### config.mk
export PLATFORM = sky130hd
export DESIGN_NAME = ttm4_exec_unit
export DESIGN_NICKNAME = d
export VERILOG_FILES = /design/src/rtl/ttm4_exec_unit_pkg.sv /design/src/rtl/ttm4_exec_unit_decoder.sv /design/src/rtl/ttm4_exec_unit.sv
export SDC_FILE = /design/constraint.sdc
export NUM_CORES = 1
export LEC_CHECK = 0
export ABC_AREA = 0
export CORE_UTILIZATION = 38
export CTS_BUF_LIST = sky130_fd_sc_hd__clkbuf_16
export DETAILED_ROUTE_END_ITERATION = 10
export HOLD_SLACK_MARGIN = 0.03
export MAX_ROUTING_LAYER = met4
export PLACE_DENSITY = 0.77
export SETUP_SLACK_MARGIN = 0.05
export SLEW_MARGIN = 40
export SYNTH_ARGS = -nofsm -noshare
export SYNTH_HDL_FRONTEND = slang
export SYNTH_HIERARCHICAL = 1
export SYNTH_SLANG_ARGS = --single-unit
### constraint.sdc
create_clock -name CLK -period 2.95 [get_ports CLK]
set_clock_uncertainty 0.2 [all_clocks]
set_input_delay 0.295 -clock CLK [delete_from_list [all_inputs] [get_ports CLK]]
set_output_delay 0.295 -clock CLK [all_outputs]
set_load 0.03 [all_outputs]
### src/rtl/ttm4_exec_unit_pkg.sv
// Shared widths, opcode encodings and decode payload for the TTM4 execution stage.
package ttm4_exec_unit_pkg;

  localparam int unsigned TTM4_DATA_W = 4;
  localparam int unsigned TTM4_ADDR_W = 4;
  localparam int unsigned INSTR_W     = 8;
  localparam int unsigned OP_W        = 4;
  localparam int unsigned IMM_W       = 4;

  typedef enum logic [OP_W-1:0] {
    OP_ADD_A  = 4'b0000,
    OP_MOV_AB = 4'b0001,
    OP_IN_A   = 4'b0010,
    OP_MOVI_A = 4'b0011,
    OP_MOV_BA = 4'b0100,
    OP_ADD_B  = 4'b0101,
    OP_IN_B   = 4'b0110,
    OP_MOVI_B = 4'b0111,
    OP_OUT_B  = 4'b1001,
    OP_OUT_IM = 4'b1011,
    OP_JNC    = 4'b1110,
    OP_JMP    = 4'b1111
  } opcode_e;

  typedef enum logic [1:0] {
    SRC_NONE = 2'd0,
    SRC_A    = 2'd1,
    SRC_B    = 2'd2,
    SRC_IN   = 2'd3
  } src_e;

  typedef enum logic [1:0] {
    DST_NONE = 2'd0,
    DST_A    = 2'd1,
    DST_B    = 2'd2,
    DST_OUT  = 2'd3
  } dst_e;

  typedef struct packed {
    src_e src;
    dst_e dst;
    logic is_jmp;
    logic is_jnc;
  } decode_t;

endpackage

### src/rtl/ttm4_exec_unit_decoder.sv
// Opcode decoder: maps the upper ROM nibble to source, destination and branch kind.
module ttm4_exec_unit_decoder
  import ttm4_exec_unit_pkg::*;
(
  input  logic [OP_W-1:0] opcode,
  output decode_t         dec
);

  // Table lookup; unlisted opcodes decode as NOP (no source, no store, no jump)
  always_comb begin
    dec.src    = SRC_NONE;
    dec.dst    = DST_NONE;
    dec.is_jmp = 1'b0;
    dec.is_jnc = 1'b0;
    case (opcode)
      OP_ADD_A:  begin dec.src = SRC_A;  dec.dst = DST_A;   end
      OP_MOV_AB: begin dec.src = SRC_B;  dec.dst = DST_A;   end
      OP_IN_A:   begin dec.src = SRC_IN; dec.dst = DST_A;   end
      OP_MOVI_A: begin                   dec.dst = DST_A;   end
      OP_MOV_BA: begin dec.src = SRC_A;  dec.dst = DST_B;   end
      OP_ADD_B:  begin dec.src = SRC_B;  dec.dst = DST_B;   end
      OP_IN_B:   begin dec.src = SRC_IN; dec.dst = DST_B;   end
      OP_MOVI_B: begin                   dec.dst = DST_B;   end
      OP_OUT_B:  begin dec.src = SRC_B;  dec.dst = DST_OUT; end
      OP_OUT_IM: begin                   dec.dst = DST_OUT; end
      OP_JNC:    dec.is_jnc = 1'b1;
      OP_JMP:    dec.is_jmp = 1'b1;
      default:   ;
    endcase
  end

endmodule

### src/rtl/ttm4_exec_unit.sv
// TTM4 execution stage: decode, operand select, 4-bit add, carry flag and program counter.
module ttm4_exec_unit
  import ttm4_exec_unit_pkg::*;
#(
  parameter int unsigned DATA_W = TTM4_DATA_W,
  parameter int unsigned ADDR_W = TTM4_ADDR_W
) (
  input  logic               CLK,
  input  logic               RST,
  input  logic               CE,
  input  logic [INSTR_W-1:0] INSTR,
  input  logic [DATA_W-1:0]  BUSDATA,
  output logic [ADDR_W-1:0]  PC,
  output logic               CARRY,
  output logic [DATA_W-1:0]  STOREDATA,
  output logic               nA_OUT,
  output logic               nB_OUT,
  output logic               nIN_OUT,
  output logic               nA_ST,
  output logic               nB_ST,
  output logic               nOUT_ST
);

  decode_t           dec;
  logic [DATA_W-1:0] imm;
  logic [DATA_W-1:0] operand;
  logic [DATA_W:0]   sum;
  logic              store_en;
  logic              take_branch;

  ttm4_exec_unit_decoder u_decoder (
    .opcode (INSTR[INSTR_W-1:IMM_W]),
    .dec    (dec)
  );

  assign imm = DATA_W'(INSTR[IMM_W-1:0]);

  // Source enables; operand is forced to zero when nothing drives the bus
  always_comb begin
    nA_OUT  = 1'b1;
    nB_OUT  = 1'b1;
    nIN_OUT = 1'b1;
    operand = '0;
    case (dec.src)
      SRC_A:   begin nA_OUT  = 1'b0; operand = BUSDATA; end
      SRC_B:   begin nB_OUT  = 1'b0; operand = BUSDATA; end
      SRC_IN:  begin nIN_OUT = 1'b0; operand = BUSDATA; end
      default: ;
    endcase
  end

  // Adder (74HC283 equivalent); carry-out goes to the flag
  assign sum       = (DATA_W+1)'(operand) + (DATA_W+1)'(imm);
  assign STOREDATA = sum[DATA_W-1:0];

  // Store strobes only fire on an executing, non-reset edge
  assign store_en = CE & ~RST;
  assign nA_ST    = ~(store_en && (dec.dst == DST_A));
  assign nB_ST    = ~(store_en && (dec.dst == DST_B));
  assign nOUT_ST  = ~(store_en && (dec.dst == DST_OUT));

  // JNC looks at the flag left by the previous executed instruction
  assign take_branch = dec.is_jmp | (dec.is_jnc & ~CARRY);

  // Carry flag and program counter (161-style sync load / count)
  always_ff @(posedge CLK) begin
    if (RST) begin
      PC    <= '0;
      CARRY <= 1'b0;
    end else if (CE) begin
      CARRY <= sum[DATA_W];
      if (take_branch) PC <= ADDR_W'(imm);
      else             PC <= PC + ADDR_W'(1);
    end
  end

endmodule

==> flow_metrics.env, run 1 <==
export IMPL_outcome="finished clean"
export IMPL_hold_viol_final=0
export IMPL_core_um2=1370
export IMPL_worstReg2RegEnd="PC[2]$_SDFFE_PP0P_"
export IMPL_pwr_share_comb=0.356
export IMPL_finalCritPeriodShare=0.942
export IMPL_gp_congestion=0.823
export IMPL_hp_class="reg -> reg"
export IMPL_start_util=0.429
export IMPL_max_freq_ghz=0.360
export IMPL_dp_hpwl_um=1090
export IMPL_cts_buffers=3
export IMPL_cp_start_kind="primary input"
export IMPL_die_height_um=41.3
export IMPL_swShare=0.298
export IMPL_die_area_um2=1710
export IMPL_ys_flop_type="dfxtp_1"
export IMPL_routedWlPerCell_um=12.9
export IMPL_rr_startpoint="PC[0]$_SDFFE_PP0P_"
export IMPL_port_buffers=29
export IMPL_track_usage=0.197
export IMPL_drtIter0Drc=21
export IMPL_path_max_fanout=5
export IMPL_grt_use_met1=0.223
export IMPL_tightest_slew_ps=504
export IMPL_final_antenna_net_count=0
export IMPL_clk_pin_slew_ps=30
export IMPL_slew_headroom=0.663
export IMPL_ys_types=27
export IMPL_avgViaCountPerCell=5.31
export IMPL_worstHoldPathCells=2
export IMPL_reg2reg_setup_slack_ps=1550
export IMPL_areaGrowthSynthToFinish_pct=69.3
export IMPL_rows=13
export IMPL_synth_fp_nets=95
export IMPL_htreeDepth=1
export IMPL_root_buffer="clkbuf_16"
export IMPL_drive_gt1_frac=0.163
export IMPL_crit_required_ps=2460
export IMPL_p_leak_nw=0.463
export IMPL_top_usage_layer="met2"
export IMPL_clkPwrFrac=0.476
export IMPL_ir_drop_mv=0.517
export IMPL_grt_pass1_vias=475
export IMPL_rsz0062_at_grt="no"
export IMPL_drc=0
export IMPL_cts_setup_buffers=0
export IMPL_powerDensity_nw_per_um2=467
export IMPL_slew_violations=0
export IMPL_holdWs_ps=315
export IMPL_grt_start_max_net_pins=11
export IMPL_overflow=0
export IMPL_cts_hold_buf=0
export IMPL_synth_edf_count=0
export IMPL_nFillCells=108
export IMPL_ys_seq_area_frac=0.171
export IMPL_grt_pass1_wl_um=2010
export IMPL_clock_sinks=5
export IMPL_tritoncts="done"
export IMPL_worstHoldStart="PC[3]$_SDFFE_PP0P_"
export IMPL_final_nets=126
export IMPL_crit_type="in -> out"
export IMPL_reg2regPathDepth=4
export IMPL_setup_viol_count_final=0
export IMPL_p_switching_uw=138
export IMPL_cp_data_arrival_time_ps=2280
export IMPL_routed_wl_um=1530
export IMPL_synth_area_um2=587
export IMPL_antenna_found_initial=0
export IMPL_yosysWarnings=6
export IMPL_seqPwrFrac=0.168
export IMPL_endpoint_kind="output port"
export IMPL_power_internal_uw=326
export IMPL_n_antenna_cell=0
export IMPL_vias=632
export IMPL_drv_cap=0
export IMPL_grt_use_met2=0.313
export IMPL_min_to="PC[3]$_SDFFE_PP0P_"
export IMPL_fin_tns_setup_ps=0
export IMPL_synthCells=74
export IMPL_finalCriticalPeriod_ps=2780
export IMPL_fp_dieW_um=41.3
export IMPL_met3_usage=0.0479
export IMPL_async_flop_share=0
export IMPL_design_portCount=30
export IMPL_synth_seq_cells=5
export IMPL_insertion_delay_ps=230
export IMPL_syn_area_per_cell_um2=7.93
export IMPL_cts_buffer_depth=2
export IMPL_drt_first_pass_iters=5
worst max path at each step:
stage | from | endpoint | slack (ps)
after CTS | INSTR[4] | STOREDATA[3] | 50
after floorplan | INSTR[6] | STOREDATA[2] | 660
after detailed placement | INSTR[4] | STOREDATA[2] | 80
final | INSTR[7] | STOREDATA[3] | 170
after global placement | INSTR[4] | STOREDATA[2] | 110
after global routing | INSTR[7] | STOREDATA[2] | 50
power groups by stage:
stage / clock network, mW / logic (mW) / registers [mW]
finish: 0.221 / 0.165 / 0.0777
global route: 0.226 / 0.177 / 0.0782
CTS: 0.222 / 0.158 / 0.0775
detailed placement: 0 / 0.157 / 0.0784
global placement: 0 / 0.155 / 0.0782
floorplan: 0 / 0.0970 / 0.0861
what timing repair did:
action,4_1_cts,5_1_grt
hold endpoints to repair,0,0
gates resized for setup,0,11
setup endpoints to repair,0,4
layout make-up:
cell class	count	area, µm²	share of cell area
clock buffer	3	75.1	0.0756
clock inverter	1	3.75	0.00378
inverter	7	26.3	0.0264
multi-input combinational	57	464	0.467
sequential	5	100	0.101
tap	15	18.8	0.0189
timing repair buffer	31	305	0.307
placed cells by master (no fill, tap or decap), types with 3 or more instances in the layout:
master           count
nand3b_1             4
nor2_1               5
mux2i_1              3
clkbuf_16            3
clkdlybuf4s50_1     23
ha_1                 5
dfxtp_1              5
buf_4                5
o21ai_1              5
nand2b_1             3
inv_1                8
nor2b_1              7
dlymetal6s2s_1       3
registers in the layout, summed over array words and instances (netlist names):
name / flops
CARRY: 1
PC: 4
cells in the mapped netlist (2+ instances only):
library cell / instances / area (µm²)
a21oi_1: 2 / 10.0
buf_4: 4 / 30.0
dfxtp_1: 5 / 100
ha_1: 5 / 62.6
inv_1: 7 / 26.3
mux2i_1: 3 / 30.0
nand2_1: 2 / 7.51
nand2b_1: 4 / 25.0
nand3_1: 2 / 10.0
nand3b_1: 4 / 30.0
nor2_1: 7 / 26.3
nor2b_1: 7 / 43.8
o21ai_0: 2 / 10.0
o21ai_1: 4 / 20.0
o31ai_1: 2 / 15.0
xnor2_1: 3 / 26.3
metrics by stage:
stage	power, mW	setup slack (ps)	area (µm²)	utilization	std cells
6_report	0.464	171	993	0.727	119
5_1_grt	0.482	52.8	993	0.727	119
3_5_place_dp	0.235	77.7	868	0.636	115
4_1_cts	0.458	50.9	947	0.693	119
3_3_place_gp	0.233	111	868	0.636	115
2_1_floorplan	0.183	658	587	-	74
critical path: stages:
cell             delay [ps]
clkdlybuf4s50_1         660
o22ai_4                 130
o21ai_1                 190
inv_1                    70
ha_1                    260
a21o_1                  170
a21oi_1                 180
xnor2_1                 140
buf_4                   180
metal layers:
metal | wire, µm | part of all wire
met5 | 0 | 0
met4 | 38 | 0.025
met3 | 138 | 0.090
met2 | 753 | 0.49
met1 | 600 | 0.39
kinds of logic (layout without fill, tap and decap cells):
logic type | Yosys count | count (layout) | synth area share
and+or+nand+nor | 30 | 30 | 0.313
adders and majority gates | 6 | 6 | 0.141
muxes | 3 | 3 | 0.0512
buffers and inverters | 12 | 42 | 0.104
DFF | 5 | 5 | 0.171
AOI/OAI and AO/OA | 15 | 15 | 0.175
xor gates and xnor gates | 3 | 3 | 0.0448
Note: power is estimated with default switching activity, not from simulation.
==> run 2: changes to the inputs <==
--- a/config.mk
+++ b/config.mk
@@ -11,2 +11,3 @@
 export DETAILED_ROUTE_END_ITERATION = 10
+export GPL_TIMING_DRIVEN = 0
 export HOLD_SLACK_MARGIN = 0.03
--- a/constraint.sdc
+++ b/constraint.sdc
@@ -4,2 +4,2 @@
 set_output_delay 0.295 -clock CLK [all_outputs]
-set_load 0.03 [all_outputs]
+set_load 0.1 [all_outputs]
==> flow_metrics.env, run 2 (synthesis results as in run 1) <==
export IMPL_met3WireLength_um=114
export IMPL_final_nets=129
export IMPL_wl_met1_um=601
export IMPL_placed_area_um2=811
export IMPL_crit_chain="dlygate4sd2_1, xnor2_2, o22ai_4, o21ai_2, inv_1, ha_1, a21o_1, a21oi_1, xnor2_1, buf_4, buf_6"
export IMPL_multi_input_area_um2=468
export IMPL_routedWlPerCell_um=10.9
export IMPL_port_buffers=28
export IMPL_rsz0062_at_grt="no"
export IMPL_worstHoldStart="CE"
export IMPL_wl_met2_um=579
export IMPL_drtIter0Drc=12
export IMPL_cts_buffer_depth=2
export IMPL_layout_common_cells="13 x buf_2, 9 x clkdlybuf4s50_1, 8 x inv_1"
export IMPL_design_portCount=30
export IMPL_finalCritPeriodShare=0.926
export IMPL_grt_pass1_vias=451
export IMPL_drc=0
export IMPL_fin_area_um2=962
export IMPL_root_buffer="clkbuf_16"
export IMPL_seq_area_um2=100
export IMPL_ir_drop_mv=0.573
export IMPL_p_total_uw=578
export IMPL_slew_violations=0
export IMPL_dp_hpwl_um=1020
export IMPL_min_to="CARRY$_SDFFE_PP0P_"
export IMPL_nFillCells=119
export IMPL_outcome="finished clean"
export IMPL_rr_startpoint="PC[0]$_SDFFE_PP0P_"
export IMPL_antenna_found_initial=0
export IMPL_largest_reg_flops=4
export IMPL_worstHoldPathCells=2
export IMPL_hold_viol_final=0
export IMPL_dp_worst_setup_slack_ps=-399
export IMPL_cp_slowest_cell="dlygate4sd2_1"
export IMPL_start_util=0.429
export IMPL_largestRegisters="PC (4), CARRY (1)"
export IMPL_rows=13
export IMPL_p_leak_nw=0.468
export IMPL_drt_first_pass_iters=4
export IMPL_cp_data_arrival_time_ps=2240
export IMPL_utilization=0.704
export IMPL_cts_buffers=3
export IMPL_crit_required_ps=2460
export IMPL_hp_class="in -> reg"
export IMPL_drive_gt1_frac=0.327
export IMPL_final_antenna_net_count=0
export IMPL_holdWs_ps=198
export IMPL_track_usage=0.193
export IMPL_reg2reg_setup_slack_ps=1700
export IMPL_insertion_delay_ps=230
export IMPL_tightest_slew_ps=486
export IMPL_powerDensity_nw_per_um2=601
export IMPL_clk_pin_slew_ps=30
export IMPL_clock_sinks=5
export IMPL_die_area_um2=1710
export IMPL_max_freq_ghz=0.366
export IMPL_drv_cap=0
export IMPL_vias=602
export IMPL_worstReg2RegEnd="PC[2]$_SDFFE_PP0P_"
export IMPL_gp_congestion=0.841
export IMPL_avgViaCountPerCell=4.93
export IMPL_top_layer="met4"
export IMPL_htreeDepth=1
export IMPL_setup_viol_count_final=0
export IMPL_core_um2=1370
export IMPL_endpoint_kind="output port"
export IMPL_grt_pass1_wl_um=1900
export IMPL_fin_ws_ps=220
export IMPL_reg2regPathDepth=4
export IMPL_slew_headroom=0.678
export IMPL_overflow=0
export IMPL_cp_start_kind="primary input"
export IMPL_areaGrowthSynthToFinish_pct=64.0
export IMPL_finalCriticalPeriod_ps=2730
export IMPL_routed_wl_um=1330
export IMPL_critical_path_max_stage_delay_ps=300
export IMPL_die_height_um=41.3
export IMPL_cts_hold_buf=0
export IMPL_path_max_fanout=3
export IMPL_largest_register="PC"
export IMPL_grt_start_max_net_pins=11
export IMPL_fp_dieW_um=41.3
export IMPL_layout_commonest_cell="buf_2"
export IMPL_crit_type="in -> out"
export IMPL_tritoncts="done"
export IMPL_n_antenna_cell=0
## run 2: cell types whose count changed in the layout (fill, tap and decap cells not counted), sizes merged
cell | before | now
clkdlybuf4s50 | 23 | 9
dlygate4sd2 | 0 | 2
clkbuf | 3 | 4
dlymetal6s2s | 3 | 1
buf | 5 | 21
## run 2: worst max path at each step
stage	slack [ps]	endpoint	start	cells past startpoint
floorplan	530	STOREDATA[2]	INSTR[6]	9
global placement	-1060	STOREDATA[3]	INSTR[4]	11
detailed placement	-400	STOREDATA[2]	INSTR[4]	11
CTS	60	STOREDATA[3]	INSTR[7]	10
global route	100	STOREDATA[3]	INSTR[5]	11
finish	220	STOREDATA[3]	INSTR[5]	11
## run 2: final cells by class
cell class                 instances  share of cell area
clock buffer                       3              0.0780
tap                               15              0.0195
clock inverter                     1             0.00390
sequential                         5               0.104
buffer                             5              0.0364
inverter                           7              0.0273
timing repair buffer              29               0.244
multi-input combinational         57               0.486
## run 2: per-layer routing
| metal | vias up | track usage |
|---|---|---|
| met4 | 0 | 0.145 |
| li1 | 316 | - |
| met1 | 257 | 0.222 |
| met2 | 24 | 0.254 |
| met3 | 5 | 0.0957 |
| met5 | - | - |
## run 2: critical path: cells and delay by family
kind	cells	cell delay, ps
buffers and inverters	4	700
AOI/OAI and AO/OA	4	620
adders and majority gates	1	260
xor gates and xnor gates	2	350
## run 2: stage by stage
stage	instances	setup TNS [ps]
after floorplan	74	0
after global placement	117	-3530
after detailed placement	117	-1070
after CTS	122	0
after global routing	122	0
final	122	0
## run 2: what timing repair did
action                                  4_1_cts  5_1_grt
endpoints found under the hold margin         0        0
buffers inserted                              1        0
pin swaps                                     1        0
gates resized for setup                      20        3
endpoints found under the setup margin        3        3
## run 2: report_power, final
part	internal (mW)	total (mW)	switching, mW
logic	0.0888	0.281	0.192
registers	0.0725	0.0772	0.00466
clock network	0.176	0.220	0.0449
